[src/rtl/gb_host_master.sv]
// gb_host_master: converts a valid/ready command stream into single-cycle
// ghostbus write/read strobes and returns one response per beat on a
// valid/ready response stream. Reads honour the fixed READ_DELAY latency.
//
// Optional build macro GB_HOST_MASTER_BURST_EN: cmd_len=N issues N+1 beats
// of the same type at incrementing (wrapping) addresses. Without it cmd_len
// is ignored and every command is a single beat.
//
// Handshake rule (both streams): a transfer happens on a rising gb_clk edge
// where valid && ready are both high; once valid is raised, the payload is
// held stable until that edge, and ready may not depend on the same-cycle
// payload.
//
// dbg_state exposes the FSM state encoding (0=IDLE 1=WRITE 2=READ 3=WAIT
// 4=RESP) for external checkers.

module gb_host_master #(
  parameter int AW         = 24,
  parameter int DW         = 32,
  parameter int READ_DELAY = 3
) (
  input  logic          gb_clk,
  input  logic          gb_rst_n,
  input  logic          cmd_valid,
  output logic          cmd_ready,
  input  logic          cmd_write,
  input  logic [AW-1:0] cmd_addr,
  input  logic [DW-1:0] cmd_wdata,
  input  logic [7:0]    cmd_len,
  output logic          rsp_valid,
  input  logic          rsp_ready,
  output logic          rsp_write,
  output logic [AW-1:0] rsp_addr,
  output logic [DW-1:0] rsp_rdata,
  output logic [AW-1:0] gb_addr,
  output logic [DW-1:0] gb_wdata,
  output logic          gb_wen,
  output logic          gb_rstb,
  input  logic [DW-1:0] gb_rdata,
  output logic          busy,
  output logic [2:0]    dbg_state
);

  generate
    if (READ_DELAY < 1) begin : g_bad_delay
      $error("gb_host_master: READ_DELAY must be >= 1");
    end
  endgenerate

  localparam int CW = $clog2(READ_DELAY + 1);

  typedef enum logic [2:0] {
    S_IDLE  = 3'd0,
    S_WRITE = 3'd1,
    S_READ  = 3'd2,
    S_WAIT  = 3'd3,
    S_RESP  = 3'd4
  } state_t;

  state_t        state, state_nxt;
  logic [AW-1:0] addr_q;
  logic [DW-1:0] wdata_q;
  logic          wr_q;
  logic [DW-1:0] rdata_q;
  logic [CW-1:0] cnt_q;
  logic          cmd_ready_q;
  logic          accept;
  logic          rsp_hs;
  logic          last_beat;

  assign accept = cmd_valid && cmd_ready_q;
  assign rsp_hs = (state == S_RESP) && rsp_ready;

`ifdef GB_HOST_MASTER_BURST_EN
  logic [7:0] beats_q;
  assign last_beat = (beats_q == 8'd0);
`else
  logic unused_cmd_len;
  assign unused_cmd_len = ^cmd_len;
  assign last_beat      = 1'b1;
`endif

  // State register
  always_ff @(posedge gb_clk or negedge gb_rst_n) begin
    if (!gb_rst_n) state <= S_IDLE;
    else           state <= state_nxt;
  end

  // Next-state logic
  always_comb begin
    state_nxt = state;
    case (state)
      S_IDLE:  if (accept) state_nxt = cmd_write ? S_WRITE : S_READ;
      S_WRITE: state_nxt = S_RESP;
      S_READ:  state_nxt = S_WAIT;
      S_WAIT:  if (cnt_q == '0) state_nxt = S_RESP;
      S_RESP: begin
        if (rsp_hs) begin
          if (last_beat) state_nxt = S_IDLE;
          else           state_nxt = wr_q ? S_WRITE : S_READ;
        end
      end
      default: state_nxt = S_IDLE;
    endcase
  end

  // Output decode from the registered state
  always_comb begin
    gb_wen    = (state == S_WRITE);
    gb_rstb   = (state == S_READ);
    rsp_valid = (state == S_RESP);
    busy      = (state != S_IDLE);
    dbg_state = state;
  end

  // cmd_ready is registered so it is low out of reset and rises the cycle
  // after the FSM settles back into IDLE
  always_ff @(posedge gb_clk or negedge gb_rst_n) begin
    if (!gb_rst_n) cmd_ready_q <= 1'b0;
    else           cmd_ready_q <= (state_nxt == S_IDLE);
  end

  // Command latch, read-latency counter and response data capture
  always_ff @(posedge gb_clk or negedge gb_rst_n) begin
    if (!gb_rst_n) begin
      addr_q  <= '0;
      wdata_q <= '0;
      wr_q    <= 1'b0;
      rdata_q <= '0;
      cnt_q   <= '0;
`ifdef GB_HOST_MASTER_BURST_EN
      beats_q <= 8'd0;
`endif
    end else begin
      case (state)
        S_IDLE: begin
          if (accept) begin
            addr_q  <= cmd_addr;
            wdata_q <= cmd_write ? cmd_wdata : '0;
            wr_q    <= cmd_write;
`ifdef GB_HOST_MASTER_BURST_EN
            beats_q <= cmd_len;
`endif
          end
        end
        S_WRITE: rdata_q <= '0;
        // Strobe cycle is cycle 0; WAIT cycles 1..READ_DELAY count down to 0
        S_READ:  cnt_q <= CW'(READ_DELAY - 1);
        S_WAIT: begin
          if (cnt_q == '0) rdata_q <= gb_rdata;
          else             cnt_q   <= cnt_q - 1'b1;
        end
        S_RESP: begin
          // Address advances only after the handshake so the response
          // fields stay stable while stalled
          if (rsp_hs && !last_beat) begin
            addr_q <= addr_q + AW'(1);
`ifdef GB_HOST_MASTER_BURST_EN
            beats_q <= beats_q - 8'd1;
`endif
          end
        end
        default: ;
      endcase
    end
  end

  assign cmd_ready = cmd_ready_q;
  assign gb_addr   = addr_q;
  assign gb_wdata  = wdata_q;
  assign rsp_write = wr_q;
  assign rsp_addr  = addr_q;
  assign rsp_rdata = rdata_q;

endmodule

[config.mk]
export PLATFORM = sky130hd
export DESIGN_NAME = gb_host_master
export DESIGN_NICKNAME = d
export VERILOG_FILES = /design/src/rtl/gb_host_master.sv
export SDC_FILE = /design/constraint.sdc
export NUM_CORES = 1
export LEC_CHECK = 0
export ABC_AREA = 1
export CORE_MARGIN = 2
export CORE_UTILIZATION = 42
export DETAILED_ROUTE_END_ITERATION = 7
export PLACE_DENSITY_LB_ADDON = 0.12
export REMOVE_ABC_BUFFERS = 1
export SETUP_SLACK_MARGIN = 0.02
export SLEW_MARGIN = 20
export SYNTH_ARGS = -nofsm -noshare
export SYNTH_HDL_FRONTEND = slang
export SYNTH_SLANG_ARGS = --single-unit
[constraint.sdc]
create_clock -name gb_clk -period 3.5 [get_ports gb_clk]
set_clock_uncertainty 0.2 [all_clocks]
set_input_delay 0.7 -clock gb_clk [delete_from_list [all_inputs] [get_ports gb_clk]]
set_output_delay 0.7 -clock gb_clk [all_outputs]
set_load 0.1 [all_outputs]
==> results.py, run 1 <==
metrics = {
    "place": {
        "gp_congestion": 0.7585,
        "portBuffers": 213,
        "hpwl_mm": 7.837,
    },
    "sta": {
        "final_max_slew_viol_count": 0,
        "period_needed_ns": 2.632,
        "setup_tns_ns": 0,
        "max_freq_ghz": 0.3799,
        "rsz0062_at_grt": "false",
        "setup_viol": 0,
        "final.period_utilization_pct": 75.20,
        "hold_viol_final": 0,
        "tightestPinTransition_ns": 0.9243,
        "whs_ns": 0.1440,
        "slew_headroom_pct": 38.23,
    },
    "clock_tree": {
        "tritoncts": "built",
        "clock_sinks": 95,
        "htreeDepth": 3,
        "cts_made_buffers": 9,
        "root_buffer": "clkbuf_8",
        "post-cts-setup-buffers": 0,
        "post_cts_resize_count": 0,
        "clk-insertion-delay-late_ns": 0.35,
        "clk_path_buf_depth": 2,
        "clkSlewWorstSetupHoldPaths_ns": 0.09,
        "cts_hold_buf": 0,
    },
    "routing": {
        "first_pass_iters": 4,
        "antenna_violating_nets_post_route": 0,
        "wire_per_inst_um": 14.47,
        "post-route-drc-count": 0,
        "num_vias": 3692,
        "drt_iter0_drc": 163,
        "via_per_inst": 4.795,
        "drt-total-wl_mm": 11.14,
    },
    "synthesis": {
        "synth_seq_cells": 95,
        "synth_area_per_cell_um2": 9.181,
        "synth_flop_cell": "dfrtp_1",
        "syn_inst": 453,
        "async_reset_ff_share_pct": 100.0,
        "yosys.area.top_type": "dfrtp_1",
        "yosysSeqAreaShare_pct": 57.16,
        "synth_area_um2": 4159,
        "ys.warnings.count": 0,
        "netlist.area_leader.share_pct": 57.16,
        "yosys-top-cells-area": "dfrtp_1 (57%), nand2_1 (16%), nand3_1 (10%)",
        "synth_edf_count": 0,
        "yosysMostFrequentCell": "nand2_1",
        "synth_cell_types": 19,
        "synth_top_cells_by_count": "nand2_1 (177), dfrtp_1 (95), nand3_1 (87)",
    },
    "critical_path": {
        "start_kind": "flop",
        "slowest_delay_ns": 0.46,
        "crit_arrival_ns": 1.73,
        "crit_type": "flop to primary output",
        "worst_ep_required_time_ns": 2.60,
        "cp_top_family": "flip-flops",
        "crit_chain": "inv_2 -> nand2_4 -> nor2_8 -> inv_1 -> buf_4",
        "path_max_fanout": 35,
        "slowest_stage": "dfrtp_1",
        "cp_num_buf_inv": 3,
        "endpoint_kind": "primary output",
    },
    "floorplanning": {
        "dieWidth_um": 103.5,
        "dieArea_um2": 10710,
        "chipHeight_um": 103.5,
        "num_rows": 36,
        "fp.coreArea_um2": 9684,
        "start_util_pct": 42.95,
        "io_pins": 222,
    },
    "global_route": {
        "antenna_found_initial": 0,
        "grt_pass1_vias": 3522,
        "grt_max_degree": 51,
        "grt_use_total_pct": 20.94,
        "grt_pass1_wl_mm": 18.08,
        "overflow": 0,
    },
    "min_path": {
        "hold_class": "input pin to asynchronous set/reset pin",
    },
    "final_layout": {
        "nNetsFinal": 734,
        "syn_to_final_growth_pct": 47.20,
        "drive_above_1_share_pct": 26.53,
        "utilization_pct": 63.22,
        "diodes": 0,
    },
    "run": {
        "drv_cap": 0,
    },
    "run_status": {
        "outcome": "finished, final reports clean",
    },
}
## stage by stage
| stage | instance area [µm²] | setup WS (ns) | instances |
|---|---|---|---|
| floorplan | 3797 | 0.08135 | 403 |
| global placement | 5843 | 1.064 | 754 |
| detailed placement | 5843 | 1.024 | 754 |
| CTS | 6122 | 0.8487 | 770 |
| global route | 6122 | 0.7380 | 770 |
| finish | 6122 | 0.8679 | 770 |
## cell type report
type / count / area (µm²)
Timing Repair Buffer: 218 / 1877
Inverter: 13 / 48.80
Clock buffer: 11 / 151.4
Clock inverter: 5 / 127.6
Tap cell: 133 / 166.4
Multi-Input combinational cell: 295 / 1374
Sequential cell: 95 / 2377
Fill cell: 829 / 3562
## worst reg2reg max path, cell delays in order, from the launching register on
cell and delay, ns:
dfrtp_1 0.46, inv_2 0.13, nand2_4 0.08, nor2_8 0.38
nand2_2 0.30, buf_4 0.37, nand2_1 0.14, nand2_1 0.06
## cells by family after synthesis
| kind of cell | synth area share (%) |
|---|---|
| DFF | 57.16 |
| buffers and inverters | 9.868 |
| and+or+nand+nor | 32.43 |
| adders and majority gates | 0.3008 |
| AOI/OAI and AO/OA | 0.2407 |
## metal layers
layer  track usage, %  vias up  wire (µm)
met5                0        -          0
met4            8.398        0        165
met3            6.230       10        957
met2            32.07      146       5352
met1            28.06     1767       4668
li1                 -     1769          -
## cells in the final DEF (no fill, tap or decap), drive strengths merged, types with 2 or more instances in the layout
cell	n
bufinv	4
buf	127
nand2	182
nand3	100
dfrtp	95
nor2	8
o21ai	2
clkbuf	11
clkdlybuf4s50	91
inv	13
## registers in the layout (all words and copies together), names as in the netlist
name,count
gb_wdata,32
rsp_rdata,32
gb_addr,24
dbg_state,3
cnt_q,2
cmd_ready,1
rsp_write,1
## worst paths after layout
| kind | slack, ns | from | cells after the start | endpoint |
|---|---|---|---|---|
| max | 0.87 | dbg_state[0]$_DFF_PN0_ | 5 | busy |
| min | 0.14 | gb_rst_n | 1 | gb_wdata[11]$_DFFE_PN0P_ |
| max reg2reg | 1.27 | dbg_state[0]$_DFF_PN0_ | 7 | gb_addr[10]$_DFFE_PN0P_ |
| min reg2reg | 0.28 | gb_wdata[0]$_DFFE_PN0P_ | 2 | gb_wdata[0]$_DFFE_PN0P_ |
| max in group asynchronous | 2.26 | gb_rst_n | 2 | gb_addr[5]$_DFFE_PN0P_ |
| min in group gb_clk | 0.28 | gb_wdata[0]$_DFFE_PN0P_ | 2 | gb_wdata[0]$_DFFE_PN0P_ |
Power of run 1 is left out: the tool's default activity adds up to more than one toggle a clock period on the data nets, which glitch-free logic cannot reach.
==> run 2, diff against run 1 <==
Settings changed: CORE_UTILIZATION 42 to 39.
Clock period 3.5 ns to 2.75 ns, I/O delays scaled along.
==> run 2 against run 1 <==
Against the previous run:
- routed wire length up 2.1%
- first-iteration DRC count up 62%
- final area down 0.51%
- critical path type unchanged
- highest routed layer unchanged
==> results.py, run 2 (synthesized netlist as in run 1, its figures left out) <==
metrics = {
    "run_status": {
        "outcome": "finished, final reports clean",
    },
    "clock_tree": {
        "clock_sinks": 95,
        "clkSlewWorstSetupHoldPaths_ns": 0.09,
        "cts_made_buffers": 9,
        "post-cts-setup-buffers": 0,
        "post_cts_resize_count": 0,
        "tritoncts": "built",
        "cts_hold_buf": 0,
        "root_buffer": "clkbuf_8",
        "clk-insertion-delay-late_ns": 0.35,
        "htreeDepth": 3,
        "clk_path_buf_depth": 2,
    },
    "critical_path": {
        "crit_type": "flop to primary output",
        "endpoint_kind": "primary output",
        "r2r_slack_ns": 0.71,
        "r2r-start": "dbg_state[0]$_DFF_PN0_",
        "slowest_stage": "dfrtp_1",
        "cp_top_family": "buffers and inverters",
        "r2r_cells": 8,
        "worst_ep_required_time_ns": 2.00,
        "crit_chain": "inv_2 -> nand3_2 -> inv_1 -> buf_12",
        "crit_arrival_ns": 1.59,
        "slowest_delay_ns": 0.48,
        "start_kind": "flop",
        "path_max_fanout": 10,
        "cp_num_buf_inv": 3,
        "r2r_end": "gb_addr[12]$_DFFE_PN0P_",
    },
    "routing": {
        "drt_iter0_drc": 264,
        "post-route-drc-count": 0,
        "num_vias": 3696,
        "antenna_violating_nets_post_route": 0,
        "via_per_inst": 4.757,
        "wire_per_inst_um": 14.64,
        "first_pass_iters": 4,
        "drt-total-wl_mm": 11.38,
    },
    "global_route": {
        "grt_pass1_vias": 3566,
        "antenna_found_initial": 0,
        "grt_pass1_wl_mm": 17.87,
        "grt_max_degree": 49,
        "overflow": 0,
        "grt_use_total_pct": 19.54,
    },
    "final_layout": {
        "utilization_pct": 59.00,
        "final_cells": 777,
        "final_cell_mix": "nand2_1 (177), buf_4 (128), dfrtp_1 (95)",
        "nNetsFinal": 738,
        "fillers": 927,
        "final_common_cell": "nand2_1",
        "syn_to_final_growth_pct": 46.45,
        "drive_above_1_share_pct": 26.83,
        "diodes": 0,
    },
    "floorplanning": {
        "num_rows": 37,
        "io_pins": 222,
        "start_util_pct": 40.29,
        "dieWidth_um": 107.3,
        "chipHeight_um": 107.3,
        "dieArea_um2": 11510,
        "fp.coreArea_um2": 10320,
    },
    "run": {
        "drv_cap": 0,
    },
    "sta": {
        "rsz0062_at_grt": "false",
        "hold_viol_final": 0,
        "period_needed_ns": 2.338,
        "max_freq_ghz": 0.4277,
        "slew_headroom_pct": 57.92,
        "setup_slack_ns": 0.4117,
        "final.period_utilization_pct": 85.03,
        "final_max_slew_viol_count": 0,
        "tightestPinTransition_ns": 0.6311,
        "setup_viol": 0,
    },
    "place": {
        "dpl.cell_count": 761,
        "post-place-ws_ns": 0.6613,
        "gp_congestion": 0.7850,
        "hpwl_mm": 8.177,
        "portBuffers": 213,
    },
    "min_path": {
        "hold_class": "input pin to asynchronous set/reset pin",
    },
}
run 2: worst register-to-register path: cells and delay by family, from the launching register on:
family                 cells  cell delay, ns
flip-flops                 1            0.47
buffers and inverters      3            0.73
AND/OR/NAND/NOR            5            0.58
run 2: stage by stage:
stage	setup TNS [ns]	cell area, µm²	hold slack, ns
detailed placement	0	5902	0.2601
CTS	0	6091	0.01492
global route	0	6091	0.03836
global placement	0	5902	0.2572
floorplan	-1.456	3797	0.05441
finish	0	6091	0.009259
run 2: worst max-delay path by stage:
stage	to	from	slack [ns]	depth (start not counted)
6_report	gb_wen	dbg_state[2]$_DFF_PN0_	0.41	4
5_1_grt	gb_wen	dbg_state[2]$_DFF_PN0_	0.30	4
4_1_cts	gb_wen	dbg_state[2]$_DFF_PN0_	0.33	4
3_5_place_dp	gb_wdata[19]$_DFFE_PN0P_	cmd_valid	0.66	7
3_3_place_gp	gb_wdata[1]$_DFFE_PN0P_	cmd_valid	0.66	7
2_1_floorplan	rsp_valid	dbg_state[2]$_DFF_PN0_	-0.52	2
run 2: routing by layer:
metal | wire [µm] | up-vias | track usage [%]
met3 | 1103 | 6 | 4.540
li1 | - | 1786 | -
met2 | 5421 | 170 | 31.56
met4 | 86 | 0 | 6.679
met5 | 0 | - | 0
met1 | 4765 | 1734 | 25.90
run 2: area by class of cell:
type | instances | area [µm²] | area share (%)
Clock buffer | 10 | 127.6 | 2.095
Clock inverter | 6 | 61.31 | 1.007
Inverter | 13 | 48.80 | 0.8012
Multi-Input combinational cell | 295 | 1374 | 22.56
Sequential cell | 95 | 2377 | 39.03
Tap cell | 136 | 170.2 | 2.794
Timing Repair Buffer | 222 | 1932 | 31.72
Power of run 2 is left out for the same reason.
